File: config.mk
export PLATFORM = sky130hd
export DESIGN_NAME = train_state_timer
export DESIGN_NICKNAME = d
export VERILOG_FILES = /design/src/rtl/train_state_timer.sv
export SDC_FILE = /design/constraint.sdc
export NUM_CORES = 1
export LEC_CHECK = 0
export BUFFER_PORTS_ARGS = -buffer_cell sky130_fd_sc_hd__buf_2
export CAP_MARGIN = 15
export CORE_MARGIN = 4
export CORE_UTILIZATION = 60
export DETAILED_ROUTE_END_ITERATION = 16
export PLACE_DENSITY = 0.87
export SLEW_MARGIN = 10
export SYNTH_ARGS = -nofsm -noshare
export SYNTH_HDL_FRONTEND = slang
export SYNTH_SLANG_ARGS = --single-unit
File: constraint.sdc
create_clock -name clk -period 3.9 [get_ports clk]
set_input_delay 0.585 -clock clk [delete_from_list [all_inputs] [get_ports clk]]
set_output_delay 0.585 -clock clk [all_outputs]
set_load 0.02 [all_outputs]
File: src/rtl/train_state_timer.sv
// train_state_timer: millisecond countdown for the train controller.
// A change of present_state loads the countdown with the duration t.
// A 1 ms prescaler then decrements the count. When the count reaches
// zero the block raises a one-cycle timeout pulse and a sticky expired level.
module train_state_timer #(
  parameter int TICKS_PER_MS = 50000,
  parameter int PRESC_W      = 16
) (
  input  logic        clk,
  input  logic        rst_n,
  input  logic [3:0]  present_state,
  input  logic [18:0] t,
  input  logic        hold,
  output logic        busy,
  output logic        timeout,
  output logic        expired,
  output logic [18:0] remaining_ms
);

  localparam logic [1:0] S_IDLE    = 2'd0;
  localparam logic [1:0] S_RUNNING = 2'd1;
  localparam logic [1:0] S_EXPIRED = 2'd2;

  localparam logic [PRESC_W-1:0] PRESC_MAX = PRESC_W'(TICKS_PER_MS - 1);

  logic [1:0]         state_q, state_d;
  logic [3:0]         prev_q;
  logic [PRESC_W-1:0] presc_q, presc_d;
  logic [18:0]        rem_q, rem_d;
  logic               timeout_q, timeout_d;
  logic               chg;

  // A state change is seen on the same edge that present_state first differs.
  assign chg = (present_state != prev_q);

  // Next-state logic. A state change overrides everything, including hold
  // and a simultaneous expiry.
  always_comb begin
    state_d   = state_q;
    presc_d   = presc_q;
    rem_d     = rem_q;
    timeout_d = 1'b0;
    if (chg) begin
      presc_d = '0;
      if (t != 19'd0) begin
        rem_d   = t;
        state_d = S_RUNNING;
      end else begin
        rem_d   = 19'd0;
        state_d = S_IDLE;
      end
    end else begin
      case (state_q)
        S_RUNNING: begin
          if (!hold) begin
            if (presc_q == PRESC_MAX) begin
              presc_d = '0;
              if (rem_q != 19'd0) begin
                rem_d = rem_q - 19'd1;
              end
              if (rem_q <= 19'd1) begin
                state_d   = S_EXPIRED;
                timeout_d = 1'b1;
              end
            end else begin
              presc_d = presc_q + 1'b1;
            end
          end
        end
        S_EXPIRED: begin
          rem_d = 19'd0;
        end
        S_IDLE: begin
          state_d = S_IDLE;
        end
        default: begin
          state_d = S_IDLE;
        end
      endcase
    end
  end

  // Register all state. Reset takes effect immediately, without waiting for a clock edge.
  always_ff @(posedge clk or negedge rst_n) begin
    if (!rst_n) begin
      state_q   <= S_IDLE;
      prev_q    <= 4'b0000;
      presc_q   <= '0;
      rem_q     <= 19'd0;
      timeout_q <= 1'b0;
    end else begin
      state_q   <= state_d;
      prev_q    <= present_state;
      presc_q   <= presc_d;
      rem_q     <= rem_d;
      timeout_q <= timeout_d;
    end
  end

  assign busy         = (state_q == S_RUNNING);
  assign expired      = (state_q == S_EXPIRED);
  assign timeout      = timeout_q;
  assign remaining_ms = rem_q;

endmodule

==> reports/metrics.json, run 1 <==
{
  "timing.slew.headroom": {"value": 36.11, "unit": "%"},
  "globalRoute.totalOverflow": {"value": 0},
  "worstSkewPairLatency": {"value": 0.31, "unit": "ns"},
  "post-route-min-period": {"value": 2.597, "unit": "ns"},
  "first_pass_iters": {"value": 6},
  "synthDominantCellAreaShare": {"value": 39.27, "unit": "%"},
  "drive_gt1_share": {"value": 19.19, "unit": "%"},
  "initial_utilization": {"value": 61.89, "unit": "%"},
  "longest_individual_stage_delay_on_the_worst_path": {"value": 0.54, "unit": "ns"},
  "pwr-share-seq": {"value": 48.2, "unit": "%"},
  "hold-worst-slack": {"value": 0.4065, "unit": "ns"},
  "synth-edff-count": {"value": 0},
  "run_status": {"value": "completed"},
  "final_critical_path_setup_slack": {"value": 1.303, "unit": "ns"},
  "cell_internal_pwr": {"value": 0.7045, "unit": "mW"},
  "finClkSkew": {"value": 0.007271, "unit": "ns"},
  "synthesis.area_per_instance": {"value": 8.804, "unit": "µm²"},
  "timing.critical_path.required": {"value": 4.09, "unit": "ns"},
  "setup.worst_path.class": {"value": "reg2reg"},
  "gr-usage-met3": {"value": 6.008, "unit": "%"},
  "synth_cell_types": {"value": 55},
  "totalNegativeSetupSlack": {"value": 0, "unit": "ns"},
  "htreeDepth": {"value": 2},
  "final_net_count": {"value": 375},
  "dr_total_vias": {"value": 2711},
  "postSynth.topFlopCell": {"value": "sky130_fd_sc_hd__dfrtp_1"},
  "netlist_top_cells_area": {"value": "sky130_fd_sc_hd__dfrtp_1 39%, sky130_fd_sc_hd__nor3_1 3.9%, sky130_fd_sc_hd__nand2_1 3.8%"},
  "ys_top_cells_by_count": {"value": "42 x sky130_fd_sc_hd__dfrtp_1, 27 x sky130_fd_sc_hd__nand2_1, 25 x sky130_fd_sc_hd__nor2_1"},
  "antenna_diodes": {"value": 0},
  "fin_area": {"value": 3028, "unit": "µm²"},
  "cts_num_sinks": {"value": 42},
  "cts-root-to-sink-buffers": {"value": 2},
  "synth-warning-count": {"value": 0},
  "routed_wirelength": {"value": 7233, "unit": "µm"},
  "die_width": {"value": 74.79, "unit": "µm"},
  "route.detailed.drc": {"value": 0},
  "first_global_vias": {"value": 2401},
  "gp_weighted_congestion": {"value": 0.9798},
  "slew_violations": {"value": 0},
  "gr_util_met2": {"value": 39.41, "unit": "%"},
  "tritoncts_clock_tree": {"value": "yes"},
  "critical_path.cell_chain": {"value": "or4b_4 > nor4_4 > a21oi_2 > o311a_1 > a221o_1"},
  "hold_violations": {"value": 0},
  "via_per_inst": {"value": 6.846},
  "rsz0062_at_grt": {"value": "false"},
  "max_slew.worst_pin.slew": {"value": 0.9583, "unit": "ns"},
  "number_of_gates_resized_after_cts": {"value": 0},
  "die_area": {"value": 5593, "unit": "µm²"},
  "grt_max_degree": {"value": 43},
  "power.static_leakage": {"value": 1.219, "unit": "nW"},
  "preCtsSetupSlack": {"value": 1.398, "unit": "ns"},
  "mappedNetlistNets": {"value": 336},
  "seq_area_frac_synth": {"value": 39.27, "unit": "%"},
  "groute.usage.overall": {"value": 27.38, "unit": "%"},
  "cts-root-buf": {"value": "sky130_fd_sc_hd__clkbuf_8"},
  "drt-wirelength-per-cell": {"value": 18.27, "unit": "µm"},
  "post-synth-top-count-cell": {"value": "sky130_fd_sc_hd__dfrtp_1"},
  "detail-route-antenna-nets": {"value": 0},
  "antenna_found_initial": {"value": 0},
  "drv.max_cap_violation_count": {"value": 0},
  "total_switching_power": {"value": 0.2986, "unit": "mW"},
  "number_of_instances_in_the_synthesized_netlist": {"value": 304},
  "grt.met1_usage": {"value": 40.51, "unit": "%"},
  "startpoint_of_the_lowest_slack_register_to_register_path": {"value": "presc_q[4]$_DFFE_PN0P_"},
  "synthToLayoutAreaGrowth": {"value": 13.14, "unit": "%"},
  "switching_share": {"value": 29.76, "unit": "%"},
  "fp.dieH": {"value": 74.79, "unit": "µm"},
  "crit_start": {"value": "presc_q[4]$_DFFE_PN0P_"},
  "placement.cell_area": {"value": 2909, "unit": "µm²"},
  "grt-busiest-layer": {"value": "met1"},
  "timing.critical_path.fanout_max": {"value": 18},
  "area_occupied_by_multi_input_gates": {"value": 1510, "unit": "µm²"},
  "design.portCount": {"value": 48},
  "post_cts_hold_buffer_count": {"value": 0},
  "postSynthRegisterBits": {"value": 42},
  "hold_path.class": {"value": "in2reg"},
  "pwr-share-clk": {"value": 35.5, "unit": "%"},
  "worst_setup_hold_path_clk_slew": {"value": 0.08, "unit": "ns"},
  "period_share": {"value": 66.60, "unit": "%"},
  "arrival": {"value": 2.79, "unit": "ns"},
  "floorplan.core_area": {"value": 4324, "unit": "µm²"},
  "critPathBufInv": {"value": 0},
  "fp-row-count": {"value": 24},
  "seq_area": {"value": 1051, "unit": "µm²"},
  "ir_drop": {"value": 0.2095, "unit": "mV"},
  "grt_first_pass_wirelength": {"value": 11740, "unit": "µm"},
  "crit_path_start_kind": {"value": "flip-flop"},
  "filler_cell_count": {"value": 351},
  "power.share.combinational": {"value": 16.2, "unit": "%"},
  "cp-end-kind": {"value": "flip-flop"},
  "powerDensity": {"value": 331.3, "unit": "nW/µm²"},
  "hold_start": {"value": "present_state[2]"},
  "cell_type_contributing_the_most_total_cell_area_after_synthesis": {"value": "sky130_fd_sc_hd__dfrtp_1"},
  "async_flop_share": {"value": 100.0, "unit": "%"},
  "cp_slowest_cell": {"value": "sky130_fd_sc_hd__or4b_4"},
  "drt-initial-drc-count": {"value": 474},
  "cts_made_buffers": {"value": 5},
  "port_buf_inserts": {"value": 47},
  "mappedNetlistArea": {"value": 2676, "unit": "µm²"},
  "fmaxAchievable": {"value": 0.3850, "unit": "GHz"},
  "path_delay_family": {"value": "compound AO/OA/AOI/OAI gates"},
  "timing.final.setup_violations": {"value": 0},
  "number_of_buffers_inserted_to_repair_setup_after_cts": {"value": 0},
  "dp_hpwl": {"value": 5087, "unit": "µm"}
}
[worst paths after layout]
kind / to / slack [ns] / depth (start not counted)
max in group asynchronous: state_q[0]$_DFFE_PN0P_ / 2.87 / 1
min in group asynchronous: remaining_ms[18]$_DFFE_PN0P_ / 0.42 / 1
min: prev_q[2]$_DFF_PN0_ / 0.41 / 1
max reg2reg: remaining_ms[5]$_DFFE_PN0P_ / 1.30 / 5
min reg2reg: presc_q[15]$_DFFE_PN0P_ / 0.54 / 2
max: remaining_ms[5]$_DFFE_PN0P_ / 1.30 / 5
[through the flow]
stage / std cells / util, % / total power [mW]
CTS: 396 / 69.91 / 1.003
detailed placement: 388 / 67.27 / 0.6518
global placement: 388 / 67.27 / 0.6475
floorplan: 304 / - / 0.5850
finish: 396 / 70.02 / 1.003
global route: 396 / 70.02 / 1.041
[sequential cells by signal (all words and copies together), names as in the netlist]
signal        count
presc_q          16
remaining_ms     19
timeout           1
prev_q            4
state_q           2
[area by class of cell]
cell class	count	area share, %
clock buffer	5	2.273
clock inverter	3	1.488
inverter	10	1.240
multi-input combinational	235	49.88
sequential	42	34.71
tap	52	2.149
timing repair buffer	49	8.264
[worst register-to-register path, delay by kind of cell, from the launching register on]
kind / cells / cell delay [ns]
AND/OR/NAND/NOR: 2 / 1.01
flip-flops: 1 / 0.43
AO/OA/AOI/OAI: 3 / 1.04
[routing by layer]
metal | vias to the layer above | wire length [µm]
met5 | - | 0
li1 | 1238 | -
met3 | 30 | 829
met1 | 1249 | 3073
met2 | 194 | 3136
met4 | 0 | 194
[power by group through the flow]
stage	registers, mW	clock network (mW)	logic, mW
after floorplan	0.506	0	0.0788
after global placement	0.491	0	0.157
after detailed placement	0.491	0	0.161
after CTS	0.483	0.359	0.162
after global routing	0.487	0.376	0.178
final	0.484	0.357	0.163
[cell usage in the layout (no fill, tap or decap), types with 2 or more instances in the layout]
cell                         count
sky130_fd_sc_hd__o311ai_1        5
sky130_fd_sc_hd__and4_1          4
sky130_fd_sc_hd__a211oi_1        4
sky130_fd_sc_hd__or3_1           9
sky130_fd_sc_hd__o211ai_1        5
sky130_fd_sc_hd__and3_1          2
sky130_fd_sc_hd__nor4_4          2
sky130_fd_sc_hd__o311a_1         4
sky130_fd_sc_hd__nand2_1        27
sky130_fd_sc_hd__a221o_1         6
sky130_fd_sc_hd__clkbuf_8        5
sky130_fd_sc_hd__a22o_1          6
sky130_fd_sc_hd__o21ai_0        14
sky130_fd_sc_hd__nor4_1         11
sky130_fd_sc_hd__o21bai_1        2
sky130_fd_sc_hd__nor3_1         20
sky130_fd_sc_hd__xnor2_1         5
sky130_fd_sc_hd__nand4_1         7
sky130_fd_sc_hd__clkinvlp_4      2
sky130_fd_sc_hd__inv_1          10
sky130_fd_sc_hd__a41o_1          2
sky130_fd_sc_hd__and2_1          5
sky130_fd_sc_hd__o31ai_1         3
sky130_fd_sc_hd__o22a_1          2
sky130_fd_sc_hd__o22ai_1         2
sky130_fd_sc_hd__nor2_1         25
sky130_fd_sc_hd__ha_1            6
sky130_fd_sc_hd__a21o_1          2
sky130_fd_sc_hd__a31oi_1         4
sky130_fd_sc_hd__nand3_1         9
sky130_fd_sc_hd__dfrtp_1        42
sky130_fd_sc_hd__buf_2          47
sky130_fd_sc_hd__buf_4           2
sky130_fd_sc_hd__xor2_1          2
sky130_fd_sc_hd__a21oi_1        16
sky130_fd_sc_hd__nand2b_1        5
[kinds of logic after synthesis]
family | synth area share, %
and+or+nand+nor | 28.24
AOI/OAI and AO/OA | 22.91
DFF | 39.27
buffers and inverters | 4.488
xor gates and xnor gates | 2.291
adders and majority gates | 2.805
No activity file was read; power rests on OpenSTA's default activity.
==> run 2: changes to the inputs <==
ABC_AREA = 1   (was unset)
CORE_UTILIZATION = 57   (was 60)
PLACE_DENSITY = 0.83   (was 0.87)
clock period = 2.7 ns   (was 3.9 ns; I/O delays follow)
==> run 2 against run 1 <==
  * Largest power group unchanged
  * Synthesized cell count grew 45%
  * Combinational power up 120%
  * Critical endpoint is now remaining_ms[16]$_DFFE_PN0P_
  * Largest cell class unchanged
  * Clock skew barely moved
  * Global-route usage down 3.9 points
==> reports/metrics.json, run 2 <==
{
  "power.static_leakage": {"value": 1.722, "unit": "nW", "change": "was 1.219 nW"},
  "number_of_instances_in_the_synthesized_netlist": {"value": 440, "change": "was 304"},
  "initial_utilization": {"value": 60.15, "unit": "%", "change": "was 61.89%"},
  "grt_first_pass_wirelength": {"value": 11810, "unit": "µm", "change": "was 11740 µm"},
  "antenna_diodes": {"value": 0, "change": "unchanged"},
  "floorplan.core_area": {"value": 4848, "unit": "µm²", "change": "was 4324 µm²"},
  "drt-initial-drc-count": {"value": 191, "change": "was 474"},
  "htreeDepth": {"value": 2, "change": "unchanged"},
  "fin_total_pwr": {"value": 1.611, "unit": "mW", "change": "was 1.003 mW"},
  "cell_type_contributing_the_most_total_cell_area_after_synthesis": {"value": "sky130_fd_sc_hd__dfrtp_1", "change": "unchanged"},
  "r2r_slack": {"value": 0.58, "unit": "ns", "change": "was 1.30 ns"},
  "antenna_found_initial": {"value": 0, "change": "unchanged"},
  "design.portCount": {"value": 48, "change": "unchanged"},
  "post_cts_hold_buffer_count": {"value": 0, "change": "unchanged"},
  "synthDominantCellAreaShare": {"value": 36.04, "unit": "%", "change": "was 39.27%"},
  "timing.final.setup_violations": {"value": 0, "change": "unchanged"},
  "drt-wirelength-per-cell": {"value": 12.13, "unit": "µm", "change": "was 18.27 µm"},
  "route.detailed.drc": {"value": 0, "change": "unchanged"},
  "fp.dieH": {"value": 79.53, "unit": "µm", "change": "was 74.79 µm"},
  "timing.critical_path.required": {"value": 2.94, "unit": "ns", "change": "was 4.09 ns"},
  "max_slew.worst_pin.slew": {"value": 0.9322, "unit": "ns", "change": "was 0.9583 ns"},
  "largest_register_ff_count": {"value": 19, "change": "unchanged"},
  "setup.worst_path.class": {"value": "reg2reg", "change": "unchanged"},
  "drv.max_cap_violation_count": {"value": 0, "change": "unchanged"},
  "startpoint_of_the_lowest_slack_register_to_register_path": {"value": "prev_q[2]$_DFF_PN0_", "change": "was presc_q[4]$_DFFE_PN0P_"},
  "fmaxAchievable": {"value": 0.4722, "unit": "GHz", "change": "was 0.3850 GHz"},
  "number_of_gates_resized_after_cts": {"value": 0, "change": "unchanged"},
  "preCtsSetupSlack": {"value": 0.4877, "unit": "ns", "change": "was 1.398 ns"},
  "die_width": {"value": 79.53, "unit": "µm", "change": "was 74.79 µm"},
  "final_net_count": {"value": 521, "change": "was 375"},
  "drive_gt1_share": {"value": 15.92, "unit": "%", "change": "was 19.19%"},
  "dr_total_vias": {"value": 2858, "change": "was 2711"},
  "globalRoute.totalOverflow": {"value": 0, "change": "unchanged"},
  "finClkSkew": {"value": 0.006796, "unit": "ns", "change": "was 0.007271 ns"},
  "synthesis.area_per_instance": {"value": 6.629, "unit": "µm²", "change": "was 8.804 µm²"},
  "routed_wirelength": {"value": 6759, "unit": "µm", "change": "was 7233 µm"},
  "rsz0062_at_grt": {"value": "false", "change": "unchanged"},
  "worst_setup_hold_path_clk_slew": {"value": 0.09, "unit": "ns", "change": "was 0.08 ns"},
  "rr_endpoint": {"value": "remaining_ms[16]$_DFFE_PN0P_", "change": "was remaining_ms[5]$_DFFE_PN0P_"},
  "number_of_buffers_inserted_to_repair_setup_after_cts": {"value": 0, "change": "unchanged"},
  "mappedNetlistNets": {"value": 472, "change": "was 336"},
  "seq_area_frac_synth": {"value": 36.04, "unit": "%", "change": "was 39.27%"},
  "via_per_inst": {"value": 5.131, "change": "was 6.846"},
  "postSynthRegisterBits": {"value": 42, "change": "unchanged"},
  "hold-worst-slack": {"value": 0.2241, "unit": "ns", "change": "was 0.4065 ns"},
  "cts_made_buffers": {"value": 5, "change": "unchanged"},
  "post-synth-top-count-cell": {"value": "sky130_fd_sc_hd__nand2_1", "change": "was sky130_fd_sc_hd__dfrtp_1"},
  "slew_violations": {"value": 0, "change": "unchanged"},
  "run_status": {"value": "completed", "change": "unchanged"},
  "path_depth_of_the_worst_reg2reg_path": {"value": 11, "change": "was 5"},
  "layout_common_cells": {"value": "170 x sky130_fd_sc_hd__nand2_1, 48 x sky130_fd_sc_hd__nand3_1, 47 x sky130_fd_sc_hd__inv_1, 47 x sky130_fd_sc_hd__buf_2, 44 x sky130_fd_sc_hd__nor2_1", "change": "was 47 x sky130_fd_sc_hd__buf_2, 42 x sky130_fd_sc_hd__dfrtp_1, 27 x sky130_fd_sc_hd__nand2_1"},
  "powerDensity": {"value": 486.4, "unit": "nW/µm²", "change": "was 331.3 nW/µm²"},
  "timing.slew.headroom": {"value": 37.85, "unit": "%", "change": "was 36.11%"},
  "gp_weighted_congestion": {"value": 0.8615, "change": "was 0.9798"},
  "synth_cell_types": {"value": 29, "change": "was 55"},
  "tritoncts_clock_tree": {"value": "yes", "change": "unchanged"},
  "final_common_cell": {"value": "sky130_fd_sc_hd__nand2_1", "change": "was sky130_fd_sc_hd__buf_2"},
  "arrival": {"value": 2.36, "unit": "ns", "change": "was 2.79 ns"},
  "first_pass_iters": {"value": 5, "change": "was 6"},
  "netlist_top_cells_area": {"value": "sky130_fd_sc_hd__dfrtp_1 36%, sky130_fd_sc_hd__nand2_1 22%, sky130_fd_sc_hd__nand3_1 8.2%", "change": "was sky130_fd_sc_hd__dfrtp_1 39%, sky130_fd_sc_hd__nor3_1 3.9%, sky130_fd_sc_hd__nand2_1 3.8%"},
  "post-route-min-period": {"value": 2.118, "unit": "ns", "change": "was 2.597 ns"},
  "fp-row-count": {"value": 25, "change": "was 24"},
  "async_flop_share": {"value": 100.0, "unit": "%", "change": "unchanged"},
  "die_area": {"value": 6325, "unit": "µm²", "change": "was 5593 µm²"},
  "totalNegativeSetupSlack": {"value": 0, "unit": "ns", "change": "unchanged"},
  "hold_violations": {"value": 0, "change": "unchanged"},
  "ir_drop": {"value": 0.2418, "unit": "mV", "change": "was 0.2095 mV"},
  "hold_path.class": {"value": "in2async", "change": "was in2reg"},
  "timing.critical_path.fanout_max": {"value": 26, "change": "was 18"},
  "synth-warning-count": {"value": 0, "change": "unchanged"},
  "detail-route-antenna-nets": {"value": 0, "change": "unchanged"},
  "synth-edff-count": {"value": 0, "change": "unchanged"},
  "period_share": {"value": 78.44, "unit": "%", "change": "was 66.60%"},
  "synthToLayoutAreaGrowth": {"value": 13.56, "unit": "%", "change": "was 13.14%"},
  "postSynth.topFlopCell": {"value": "sky130_fd_sc_hd__dfrtp_1", "change": "unchanged"},
  "groute.usage.overall": {"value": 23.46, "unit": "%", "change": "was 27.38%"},
  "ys_top_cells_by_count": {"value": "170 x sky130_fd_sc_hd__nand2_1, 48 x sky130_fd_sc_hd__nand3_1, 47 x sky130_fd_sc_hd__inv_1", "change": "was 42 x sky130_fd_sc_hd__dfrtp_1, 27 x sky130_fd_sc_hd__nand2_1, 25 x sky130_fd_sc_hd__nor2_1"},
  "port_buf_inserts": {"value": 47, "change": "unchanged"},
  "cts_num_sinks": {"value": 42, "change": "unchanged"},
  "grt_max_degree": {"value": 43, "change": "unchanged"},
  "mappedNetlistArea": {"value": 2917, "unit": "µm²", "change": "was 2676 µm²"},
  "crit_path_start_kind": {"value": "flip-flop", "change": "unchanged"},
  "dp_hpwl": {"value": 4976, "unit": "µm", "change": "was 5087 µm"},
  "worstSkewPairLatency": {"value": 0.30, "unit": "ns", "change": "was 0.31 ns"},
  "cp-end-kind": {"value": "flip-flop", "change": "unchanged"},
  "cts-root-buf": {"value": "sky130_fd_sc_hd__clkbuf_8", "change": "unchanged"},
  "placement.cell_area": {"value": 3199, "unit": "µm²", "change": "was 2909 µm²"},
  "fin_area": {"value": 3312, "unit": "µm²", "change": "was 3028 µm²"},
  "cts-root-to-sink-buffers": {"value": 2, "change": "unchanged"},
  "final_critical_path_setup_slack": {"value": 0.5821, "unit": "ns", "change": "was 1.303 ns"},
  "first_global_vias": {"value": 2589, "change": "was 2401"}
}
-- run 2: changes by cell type in the layout (fill, tap and decap cells not counted), moves of 6 or more --
cell | previous run | this run
sky130_fd_sc_hd__a21oi_1 | 16 | 0
sky130_fd_sc_hd__a221o_1 | 6 | 0
sky130_fd_sc_hd__a22o_1 | 6 | 0
sky130_fd_sc_hd__inv_1 | 10 | 47
sky130_fd_sc_hd__nand2_1 | 27 | 170
sky130_fd_sc_hd__nand3_1 | 9 | 48
sky130_fd_sc_hd__nor2_1 | 25 | 44
sky130_fd_sc_hd__nor2_2 | 1 | 7
sky130_fd_sc_hd__nor3_1 | 20 | 5
sky130_fd_sc_hd__nor4_1 | 11 | 3
sky130_fd_sc_hd__or3_1 | 9 | 0
sky130_fd_sc_hd__xor2_1 | 2 | 8
-- run 2: metal layers --
layer | global-route usage, % | wire length (µm) | vias up
met4 | 7.732 | 79 | 0
met3 | 3.725 | 484 | 7
met1 | 32.83 | 3246 | 1264
met2 | 36.98 | 2949 | 103
li1 | - | - | 1484
met5 | 0 | 0 | -
-- run 2: worst max path at each step --
| stage | end | slack, ns | from | depth (start not counted) |
|---|---|---|---|---|
| detailed placement | remaining_ms[16]$_DFFE_PN0P_ | 0.49 | present_state[3] | 12 |
| global placement | remaining_ms[9]$_DFFE_PN0P_ | 0.59 | present_state[1] | 12 |
| CTS | remaining_ms[16]$_DFFE_PN0P_ | 0.61 | prev_q[0]$_DFF_PN0_ | 11 |
| finish | remaining_ms[16]$_DFFE_PN0P_ | 0.58 | prev_q[2]$_DFF_PN0_ | 11 |
| global route | remaining_ms[11]$_DFFE_PN0P_ | 0.39 | prev_q[0]$_DFF_PN0_ | 11 |
| floorplan | remaining_ms[17]$_DFFE_PN0P_ | 0.97 | remaining_ms[0]$_DFFE_PN0P_ | 11 |
-- run 2: power by group --
group | internal (mW) | switching (mW) | total (mW)
sequential | 0.670 | 0.0631 | 0.733
combinational | 0.120 | 0.240 | 0.360
clock | 0.277 | 0.240 | 0.517
total | 1.07 | 0.543 | 1.61
-- run 2: final cells by class --
| cell class | count | area [µm²] |
|---|---|---|
| clock buffer | 5 | 68.82 |
| timing repair buffer | 49 | 250.2 |
| tap | 67 | 83.83 |
| multi-input combinational | 342 | 1630 |
| clock inverter | 3 | 43.79 |
| inverter | 49 | 183.9 |
| sequential | 42 | 1051 |
| fill | 426 | 1536 |
-- run 2: kinds of logic after synthesis --
family                     count (synthesis)  share of synthesized area (%)
and+or+nand+nor                          302                          45.86
buffers and inverters                     56                          8.065
DFF                                       42                          36.04
AOI/OAI and AO/OA                         24                          4.461
xor gates and xnor gates                  10                          3.003
adders and majority gates                  6                          2.574
-- run 2: through the flow --
step	std cells	util [%]
detailed placement	549	65.99
global route	557	68.31
finish	557	68.31
CTS	557	68.31
global placement	549	65.99
floorplan	440	-
-- run 2: critical path, stage by stage (launching register included) --
cell and delay, ns:
sky130_fd_sc_hd__dfrtp_1 0.39, sky130_fd_sc_hd__inv_1 0.05, sky130_fd_sc_hd__nand2_1 0.04, sky130_fd_sc_hd__nand2_1 0.07, sky130_fd_sc_hd__nor2_2 0.05, sky130_fd_sc_hd__nand2_2 0.39, sky130_fd_sc_hd__nor2_4 0.07, sky130_fd_sc_hd__nand2_2 0.26
sky130_fd_sc_hd__nand2_2 0.08, sky130_fd_sc_hd__nor2_2 0.42, sky130_fd_sc_hd__nand2_1 0.13, sky130_fd_sc_hd__nand2_1 0.08
